<file path="src/rtl/fir_xifu_pkg.sv">
// Shared types for the FIR XIFU pipeline: instruction encodings, inter-stage
// payloads and the execute-stage memory request format.
package fir_xifu_pkg;

  localparam int unsigned X_ID_WIDTH = 4;
  localparam int unsigned NB_IDS     = 16;

  typedef enum logic [2:0] {
    INSTR_INVALID  = 3'd0,
    INSTR_XFIRLW   = 3'd1,
    INSTR_XFIRSW   = 3'd2,
    INSTR_XFIRDOTP = 3'd3
  } instr_e;

  typedef enum logic [1:0] {
    EX_IDLE = 2'd0,
    EX_REQ  = 2'd1,
    EX_DONE = 2'd2
  } ex_state_e;

  typedef struct packed {
    logic                  valid;
    logic [X_ID_WIDTH-1:0] id;
    instr_e                instr;
    logic [4:0]            rd;
    logic [31:0]           rs1_cv;
    logic [4:0]            rs1_addr;
    logic [11:0]           imm;
    logic [31:0]           op_a;
    logic [31:0]           op_b;
    logic [31:0]           acc;
  } id2ex_t;

  typedef struct packed {
    logic [NB_IDS-1:0] kill;
  } ctrl2ex_t;

  typedef struct packed {
    logic [X_ID_WIDTH-1:0] id;
    instr_e                instr;
    logic [4:0]            rd;
    logic [31:0]           result;
    logic [31:0]           next_addr;
  } ex2wb_t;

  typedef struct packed {
    logic [4:0]  rd;
    logic [31:0] result;
    logic        we;
  } wb_fwd_t;

  typedef struct packed {
    logic [X_ID_WIDTH-1:0] id;
    logic [31:0]           addr;
    logic [1:0]            mode;
    logic                  we;
    logic [2:0]            size;
    logic [3:0]            be;
    logic [1:0]            attr;
    logic [31:0]           wdata;
  } xif_mem_req_t;

  localparam ex2wb_t EX2WB_BUBBLE = '{
    id: '0, instr: INSTR_INVALID, rd: 5'd0, result: 32'd0, next_addr: 32'd0
  };

  function automatic logic [31:0] sext_imm(input logic [11:0] imm);
    return {{20{imm[11]}}, imm};
  endfunction

endpackage

</file>
<file path="src/rtl/fir_xifu_ex_if.sv">
// CV32E40X eXtension interface, memory request channel only: the coprocessor
// issues mem_valid/mem_req and the core answers with mem_ready.
interface cv32e40x_if_xif;
  import fir_xifu_pkg::*;

  logic         mem_valid;
  logic         mem_ready;
  xif_mem_req_t mem_req;

  modport coproc_mem (output mem_valid, output mem_req, input mem_ready);
  modport core_mem   (input mem_valid, input mem_req, output mem_ready);
  modport master     (output mem_valid, output mem_req, input mem_ready);
  modport slave      (input mem_valid, input mem_req, output mem_ready);

endinterface

</file>
<file path="src/rtl/fir_xifu_ex_dotp.sv">
// Packed 16-bit signed lane multiply-accumulate for XFIRDOTP; purely
// combinational so the execute stage completes it in the accept cycle.
module fir_xifu_dotp #(
  parameter int unsigned NB_LANES   = 2,
  parameter int unsigned DOTP_SHIFT = 0
) (
  input  logic [31:0] op_a,
  input  logic [31:0] op_b,
  input  logic [31:0] acc,
  output logic [31:0] result
);

  logic signed [15:0] lane_a_s;
  logic signed [15:0] lane_b_s;
  logic signed [31:0] prod_s;
  logic signed [32:0] sum_s;
  logic signed [31:0] shifted_s;

  // Sum of lane products, kept at 33 bits so two full-scale products never wrap
  always_comb begin
    lane_a_s = 16'sd0;
    lane_b_s = 16'sd0;
    prod_s   = 32'sd0;
    sum_s    = 33'sd0;
    for (int i = 0; i < int'(NB_LANES); i++) begin
      lane_a_s = op_a[16*i +: 16];
      lane_b_s = op_b[16*i +: 16];
      prod_s   = lane_a_s * lane_b_s;
      sum_s    = sum_s + {prod_s[31], prod_s};
    end
  end

  assign shifted_s = 32'(sum_s >>> DOTP_SHIFT);
  assign result    = acc + shifted_s;

endmodule

</file>
<file path="src/rtl/fir_xifu_ex.sv">
// FIR XIFU execute stage: issues XFIRLW/XFIRSW memory requests, computes
// XFIRDOTP and feeds the ex2wb pipeline register under WB back-pressure.
module fir_xifu_ex
  import fir_xifu_pkg::*;
#(
  parameter int unsigned NB_LANES   = 2,
  parameter int unsigned DOTP_SHIFT = 0
) (
  input  logic                      clk_i,
  input  logic                      rst_ni,
  cv32e40x_if_xif.coproc_mem        xif_mem_o,
  input  id2ex_t                    id2ex_i,
  output ex2wb_t                    ex2wb_o,
  input  ctrl2ex_t                  ctrl2ex_i,
  input  wb_fwd_t                   wb_fwd_i,
  input  logic                      ready_i,
  output logic                      ready_o,
  output logic                      kill_o
);

  ex_state_e             state_r, state_n;
  logic                  mem_valid_r, mem_valid_n;
  xif_mem_req_t          mem_req_r, mem_req_n;
  ex2wb_t                pend_r, pend_n;
  ex2wb_t                ex2wb_r, ex2wb_n;
  logic                  kill_seen_r, kill_seen_n;

  logic                  fwd_hit_s;
  logic [31:0]           base_s;
  logic [31:0]           addr_s;
  logic [31:0]           next_addr_s;
  logic [31:0]           dotp_result_s;
  logic                  accept_s;
  logic [X_ID_WIDTH-1:0] cur_id_s;

  fir_xifu_dotp #(
    .NB_LANES   (NB_LANES),
    .DOTP_SHIFT (DOTP_SHIFT)
  ) u_dotp (
    .op_a   (id2ex_i.op_a),
    .op_b   (id2ex_i.op_b),
    .acc    (id2ex_i.acc),
    .result (dotp_result_s)
  );

  // A WB write to x0 never forwards; x0 always reads as the core-supplied value
  assign fwd_hit_s   = wb_fwd_i.we && (wb_fwd_i.rd == id2ex_i.rs1_addr) &&
                       (id2ex_i.rs1_addr != 5'd0);
  assign base_s      = fwd_hit_s ? wb_fwd_i.result : id2ex_i.rs1_cv;
  assign addr_s      = base_s + sext_imm(id2ex_i.imm);
  assign next_addr_s = base_s + 32'd4;

  assign ready_o  = ready_i && (state_r == EX_IDLE);
  assign accept_s = id2ex_i.valid && ready_o;
  assign cur_id_s = (state_r == EX_IDLE) ? id2ex_i.id : pend_r.id;
  assign kill_o   = (state_r == EX_IDLE) ? (id2ex_i.valid && ctrl2ex_i.kill[cur_id_s])
                                         : ctrl2ex_i.kill[cur_id_s];

  assign xif_mem_o.mem_valid = mem_valid_r;
  assign xif_mem_o.mem_req   = mem_req_r;
  assign ex2wb_o             = ex2wb_r;

  // Next-state and pipeline-register load logic
  always_comb begin
    state_n     = state_r;
    mem_valid_n = mem_valid_r;
    mem_req_n   = mem_req_r;
    pend_n      = pend_r;
    kill_seen_n = kill_seen_r;
    ex2wb_n     = ex2wb_r;
    case (state_r)
      EX_IDLE: begin
        if (accept_s && !kill_o) begin
          case (id2ex_i.instr)
            INSTR_XFIRDOTP: begin
              ex2wb_n = '{id: id2ex_i.id, instr: INSTR_XFIRDOTP, rd: id2ex_i.rd,
                          result: dotp_result_s, next_addr: 32'd0};
            end
            INSTR_XFIRLW, INSTR_XFIRSW: begin
              ex2wb_n     = EX2WB_BUBBLE;
              state_n     = EX_REQ;
              mem_valid_n = 1'b1;
              kill_seen_n = 1'b0;
              mem_req_n   = '{id: id2ex_i.id, addr: addr_s, mode: 2'b00,
                              we: (id2ex_i.instr == INSTR_XFIRSW), size: 3'b010,
                              be: 4'hF, attr: 2'b00,
                              wdata: (id2ex_i.instr == INSTR_XFIRSW) ? id2ex_i.op_b : 32'd0};
              pend_n      = '{id: id2ex_i.id, instr: id2ex_i.instr, rd: id2ex_i.rd,
                              result: 32'd0, next_addr: next_addr_s};
            end
            default: begin
              ex2wb_n = EX2WB_BUBBLE;
            end
          endcase
        end else if (ready_i) begin
          ex2wb_n = EX2WB_BUBBLE;
        end else begin
          ex2wb_n = ex2wb_r;
        end
      end
      EX_REQ: begin
        // The request cannot be retracted; a kill is remembered and acted on at mem_ready
        kill_seen_n = kill_seen_r | kill_o;
        if (xif_mem_o.mem_ready) begin
          mem_valid_n = 1'b0;
          if (kill_seen_r || kill_o) begin
            state_n = EX_IDLE;
            ex2wb_n = ready_i ? EX2WB_BUBBLE : ex2wb_r;
          end else if (ready_i) begin
            state_n = EX_IDLE;
            ex2wb_n = pend_r;
          end else begin
            state_n = EX_DONE;
          end
        end else if (ready_i) begin
          ex2wb_n = EX2WB_BUBBLE;
        end else begin
          ex2wb_n = ex2wb_r;
        end
      end
      EX_DONE: begin
        if (kill_o) begin
          state_n = EX_IDLE;
          ex2wb_n = ready_i ? EX2WB_BUBBLE : ex2wb_r;
        end else if (ready_i) begin
          state_n = EX_IDLE;
          ex2wb_n = pend_r;
        end else begin
          state_n = EX_DONE;
        end
      end
      default: begin
        state_n     = EX_IDLE;
        mem_valid_n = 1'b0;
        ex2wb_n     = EX2WB_BUBBLE;
      end
    endcase
  end

  // State and output registers; mem_valid drops on reset without a clock edge
  always_ff @(posedge clk_i or negedge rst_ni) begin
    if (!rst_ni) begin
      state_r     <= EX_IDLE;
      mem_valid_r <= 1'b0;
      mem_req_r   <= '0;
      pend_r      <= EX2WB_BUBBLE;
      ex2wb_r     <= EX2WB_BUBBLE;
      kill_seen_r <= 1'b0;
    end else begin
      state_r     <= state_n;
      mem_valid_r <= mem_valid_n;
      mem_req_r   <= mem_req_n;
      pend_r      <= pend_n;
      ex2wb_r     <= ex2wb_n;
      kill_seen_r <= kill_seen_n;
    end
  end

endmodule
</file>
<file path="src/flat_wrapper.sv">
// flat-port wrapper written by rule: the top's interface ports become plain ports
module fir_xifu_ex_flat import fir_xifu_pkg::*;
#(
  parameter int unsigned NB_LANES   = 2,
  parameter int unsigned DOTP_SHIFT = 0
)
  (clk_i, rst_ni, id2ex_i, ex2wb_o, ctrl2ex_i, wb_fwd_i, ready_i, ready_o, kill_o, xif_mem_o_mem_valid, xif_mem_o_mem_req, xif_mem_o_mem_ready);
  cv32e40x_if_xif xif_mem_o_i ();
  input  logic clk_i;
  input  logic rst_ni;
  input  id2ex_t id2ex_i;
  output ex2wb_t ex2wb_o;
  input  ctrl2ex_t ctrl2ex_i;
  input  wb_fwd_t wb_fwd_i;
  input  logic ready_i;
  output logic ready_o;
  output logic kill_o;
  output wire logic [$bits(xif_mem_o_i.mem_valid)-1:0] xif_mem_o_mem_valid;
  output wire logic [$bits(xif_mem_o_i.mem_req)-1:0] xif_mem_o_mem_req;
  input wire logic [$bits(xif_mem_o_i.mem_ready)-1:0] xif_mem_o_mem_ready;
  assign xif_mem_o_mem_valid = xif_mem_o_i.mem_valid;
  assign xif_mem_o_mem_req = xif_mem_o_i.mem_req;
  assign xif_mem_o_i.mem_ready = xif_mem_o_mem_ready;
  fir_xifu_ex #(.NB_LANES(NB_LANES), .DOTP_SHIFT(DOTP_SHIFT)) u_core (.clk_i(clk_i), .rst_ni(rst_ni), .xif_mem_o(xif_mem_o_i), .id2ex_i(id2ex_i), .ex2wb_o(ex2wb_o), .ctrl2ex_i(ctrl2ex_i), .wb_fwd_i(wb_fwd_i), .ready_i(ready_i), .ready_o(ready_o), .kill_o(kill_o));
endmodule
</file>
<file path="config.mk">
export PLATFORM = sky130hd
export DESIGN_NAME = fir_xifu_ex_flat
export DESIGN_NICKNAME = d
export VERILOG_FILES = /design/src/rtl/fir_xifu_pkg.sv /design/src/rtl/fir_xifu_ex_if.sv /design/src/rtl/fir_xifu_ex_dotp.sv /design/src/rtl/fir_xifu_ex.sv /design/src/flat_wrapper.sv
export SDC_FILE = /design/constraint.sdc
export NUM_CORES = 2
export LEC_CHECK = 0
export ABC_AREA = 1
export CORE_MARGIN = 2
export CORE_UTILIZATION = 60
export CTS_BUF_LIST = sky130_fd_sc_hd__clkbuf_4 sky130_fd_sc_hd__clkbuf_8 sky130_fd_sc_hd__clkbuf_16
export DETAILED_ROUTE_END_ITERATION = 6
export MAX_ROUTING_LAYER = met4
export PLACE_DENSITY = 0.84
export SLEW_MARGIN = 30
export SYNTH_ARGS = -nofsm -noshare
export SYNTH_HDL_FRONTEND = slang
export SYNTH_SLANG_ARGS = --single-unit
</file>
<file path="constraint.sdc">
create_clock -name clk_i -period 2.35 [get_ports clk_i]
set_input_delay 0.235 -clock clk_i [delete_from_list [all_inputs] [get_ports clk_i]]
set_output_delay 0.235 -clock clk_i [all_outputs]
set_load 0.05 [all_outputs]
</file>
==> results of run 1 <==
repair_timing:
item,4_1_cts
setup endpoints to repair,109
cloned,34
pin swaps,409
buffers inserted,176
gates resized for setup,912
hold buffers,1
hold endpoints to repair,41
logic make-up after synthesis:
logic type	Yosys count	share of synthesized area [%]
other	1	0.0111
buffers and inverters	1303	15.1
AO/OA/AOI/OAI	312	5.05
XOR/XNOR	75	1.94
flip-flops	190	14.1
adder cells (fa/ha/maj)	791	43.1
AND/OR/NAND/NOR	1736	20.8
metal layers:
metal / overflow / global-route usage (%)
met1: 14 / 80.5
met2: 421 / 97.9
met3: 18 / 71.1
met4: 171 / 84.7
met5: - / -
through the flow:
step	setup slack [ns]	hold slack (ns)
after floorplan	-4.01	-0.0606
after global placement	-4.68	0.196
after detailed placement	-4.81	0.199
after CTS	-3.81	0.0308
==> flow_metrics.py, run 1 <==
metrics = {
    "synth": {
        "synth.distinct_cells": 47,
        "netlist_instances": 4408,
        "netlist_top_cells_count": "1,271 x nand2_1, 1,089 x inv_1, 623 x fa_1, 211 x nor2_1, 190 x dfrtp_1",
        "synth_area_leaders": "fa_1 37%, nand2_1 14%, dfrtp_1 14%, inv_1 12%, ha_1 6.2%",
        "synth_top_cell_by_area": "fa_1",
        "synth_edf_count": 0,
        "synth_top_flop_cell": "dfrtp_1",
        "ys.warnings.count": 0,
        "yosys.area.top_type_share_pct": 36.9,
        "netlist_area_um2": 33800,
        "syn_area_per_cell_um2": 7.67,
        "ys_ff_latch": 190,
        "yosysMostFrequentCell": "nand2_1",
        "synthArstFlopShare_pct": 100,
        "yosysSeqAreaShare_pct": 14.1,
    },
    "run_status": {
        "stop_stage": "global routing",
        "error": "[ERROR GRT-0232] Routing congestion too high. Check the congestion heatmap in the GUI.",
        "status": "aborted with a tool error",
    },
    "clock_tree": {
        "cts_buffers": 17,
        "clkSinkCount": 190,
        "root_buffer": "clkbuf_16",
        "clock_path_buffers": 2,
        "cts_max_level": 4,
    },
    "global_routing": {
        "grt_max_degree": 80,
        "grt_usage_pct": 84.1,
        "overflow": 624,
    },
    "timing": {
        "worst-ep-kind": "register input",
        "crit_endpoint": "u_core.ex2wb_o[56]$_DFF_PN0_/D",
    },
    "die": {
        "row_count": 87,
        "die_x_um": 241,
        "chipHeight_um": 241,
        "start_util_pct": 60.3,
        "pin_count": 375,
    },
    "placement": {
        "place_area_um2": 42800,
        "dpl.hpwl_um": 92600,
        "gp_congestion": 1.00,
        "portBuffers": 368,
        "place_inst": 5833,
    },
}
==> inputs of run 2 (changes only) <==
--- a/config.mk
+++ b/config.mk
@@ -7,11 +7,9 @@
 export LEC_CHECK = 0
 export ABC_AREA = 1
 export CORE_MARGIN = 2
-export CORE_UTILIZATION = 60
-export CTS_BUF_LIST = sky130_fd_sc_hd__clkbuf_4 sky130_fd_sc_hd__clkbuf_8 sky130_fd_sc_hd__clkbuf_16
+export CORE_UTILIZATION = 40
 export DETAILED_ROUTE_END_ITERATION = 6
-export MAX_ROUTING_LAYER = met4
-export PLACE_DENSITY = 0.84
+export PLACE_DENSITY_LB_ADDON = 0.15
 export SLEW_MARGIN = 30
 export SYNTH_ARGS = -nofsm -noshare
 export SYNTH_HDL_FRONTEND = slang
==> flow_metrics.py, run 2 <==
metrics = {
    "synth": {
        "yosysSeqAreaShare_pct": 14.1,
        "synth.distinct_cells": 47,
        "synth_top_flop_cell": "dfrtp_1",
        "ys.warnings.count": 0,
        "synthArstFlopShare_pct": 100,
        "netlist_instances": 4408,
        "synth_edf_count": 0,
        "syn_area_per_cell_um2": 7.67,
        "synth_area_leaders": "fa_1 37%, nand2_1 14%, dfrtp_1 14%, inv_1 12%, ha_1 6.2%",
        "netlist_area_um2": 33800,
        "synth_top_cell_by_area": "fa_1",
        "netlist_top_cells_count": "1,271 x nand2_1, 1,089 x inv_1, 623 x fa_1, 211 x nor2_1, 190 x dfrtp_1",
        "yosysMostFrequentCell": "nand2_1",
        "yosys.area.top_type_share_pct": 36.9,
        "ys_ff_latch": 190,
    },
    "critical_path": {
        "slowest_stage": "fa_1",
        "crit_path_max_incr_delay_ns": 0.56,
        "endpoint_kind": "register",
        "worst-path-max-fanout": 6,
        "crit_required_ns": 2.80,
        "cp-start-kind": "input pin",
        "cp.arrival_ns": 6.58,
        "worstSetupPathType": "in2reg",
        "crit_top_cell": "fa_1",
    },
    "clock_tree": {
        "root_buffer": "clkbuf_16",
        "insertion_delay_ns": 0.54,
        "cts_tree": "built",
        "clkSinkCount": 190,
        "cts_max_level": 4,
        "clk_transition_reported_paths_ns": 0.09,
        "clock_path_buffers": 2,
        "cts_buffers": 17,
    },
    "timing": {
        "final_max_slew_viol_count": 0,
        "hold_viol_final": 1,
        "skew_ns": 0.0308,
        "period_needed_ns": 6.13,
        "grt_setup_unrepaired": "yes",
        "max_clock_freq_mhz": 163,
        "finalSetupViolCount": 147,
        "fin_crit_sh_pct": 261,
        "max-slew-margin-rel_pct": 56.4,
        "whs_ns": -0.00580,
        "fin_ws_ns": -3.78,
        "tightest_slew_ns": 0.652,
    },
    "global_routing": {
        "grt_usage_pct": 28.7,
        "grt_max_degree": 80,
        "antenna_found_initial": 1,
        "grt_pass1_wl_um": 188000,
        "grt_pass1_vias": 32948,
        "overflow": 0,
    },
    "die": {
        "start_util_pct": 40.4,
        "row_count": 106,
        "die_x_um": 295,
        "core_um2": 83700,
        "pin_count": 375,
        "chipHeight_um": 295,
        "die_area_um2": 86900,
    },
    "routing": {
        "final_antenna_net_count": 0,
        "detail_route.wl_per_cell_um": 18.9,
        "route.met2.wl_um": 60600,
        "drt_wl_total_um": 124000,
        "met3WireLength_um": 9230,
        "dr.pass1.iters": 5,
        "topRoutingLayerUsed": "met5",
        "drc": 0,
        "drt_iter0_markers": 2229,
        "wl_met1_um": 50400,
        "via_per_inst": 4.91,
        "via_count": 32244,
    },
    "layout": {
        "final_common_cell": "nand2_1",
        "largest_reg_flops": 76,
        "finish.utilization_pct": 61.4,
        "nFillCells": 7251,
        "synthToLayoutAreaGrowth_pct": 51.9,
        "most-common-layout-cells": "996 x nand2_1, 952 x inv_1, 564 x fa_1",
        "fin_nets": 6429,
        "drive_gt1_share_pct": 31.6,
    },
    "run_status": {
        "status": "complete, but fails checks",
        "violations": "hold timing, setup timing",
    },
    "placement": {
        "portBuffers": 368,
        "gp_congestion": 0.953,
        "dpl.hpwl_um": 92900,
    },
    "run": {
        "max-cap-violations": 0,
    },
    "worst_hold_path": {
        "min_path_type": "in2reg",
    },
}
-- run 2: cell counts after synthesis --
No cell type changed its count.
-- run 2: layer usage --
metal | vias to the layer above | global-route usage, %
met4 | 2 | 9.11
met3 | 184 | 4.82
met1 | 16047 | 38.5
met5 | - | 0
met2 | 1126 | 47.4
li1 | 14885 | -
-- run 2: final cells by class --
class	instances	area, um2	area share [%]
Clock buffer	18	429	0.835
Inverter	1095	4190	8.16
Antenna cell	4	10.0	0.0195
Timing Repair Buffer	1198	12800	25.0
Tap cell	1134	1420	2.76
Multi-Input combinational cell	2920	27600	53.7
Sequential cell	190	4760	9.26
Clock inverter	13	166	0.324
-- run 2: worst paths after layout --
check                                                  start                            to  slack [ns]  cells after the start
worst max-delay path                             id2ex_i[79]            u_core.ex2wb_o[59]       -3.78                     30
worst min-delay path                             id2ex_i[42]  u_core.xif_mem_o.mem_req[10]      -0.006                      3
worst max register to register             u_core.state_r[1]  u_core.xif_mem_o.mem_req[28]       -0.24                     18
worst min register to register  u_core.xif_mem_o.mem_req[18]  u_core.xif_mem_o.mem_req[18]        0.48                      2
max in group asynchronous                             rst_ni    u_core.xif_mem_o.mem_valid        1.31                      3
min in group asynchronous                             rst_ni  u_core.xif_mem_o.mem_req[13]        0.21                      2
-- run 2: critical path, delay by kind of cell --
family	cells	cell delay, ns
adder cells (fa/ha/maj)	9	4.43
AO/OA/AOI/OAI	4	0.56
buffers and inverters	11	0.95
AND/OR/NAND/NOR	6	0.40
-- run 2: logic make-up after synthesis --
group / count (synthesis) / synth area share (%)
buf+inv: 1303 / 15.1
fa+ha+maj: 791 / 43.1
other cells: 1 / 0.0111
compound gates: 312 / 5.05
xor+xnor: 75 / 1.94
simple gates: 1736 / 20.8
flops: 190 / 14.1
-- run 2: timing repair --
action | CTS | global route
setup endpoints to repair | 110 | 190
hold buffers | 1 | 0
resized for setup | 742 | 688
pin swaps | 339 | 352
hold endpoints to repair | 51 | 0
buffers inserted | 161 | 89
cloned | 40 | 12
-- run 2: through the flow --
step	area, um2	hold WS [ns]	std cells	setup TNS [ns]	worst slack (ns)
finish	51400	-0.00580	6572	-114.30	-3.78
global route	51400	0.00221	6568	-135.14	-3.98
CTS	48700	0.0519	6493	-106.99	-3.81
detailed placement	43900	0.223	6265	-183.15	-4.87
global placement	43900	0.218	6265	-177.90	-4.80
floorplan	35300	-0.0606	4413	-102.38	-4.01
Power of run 2 is not shown: default switching activity piles up to over one toggle a cycle in this logic, so the estimate is an artifact.
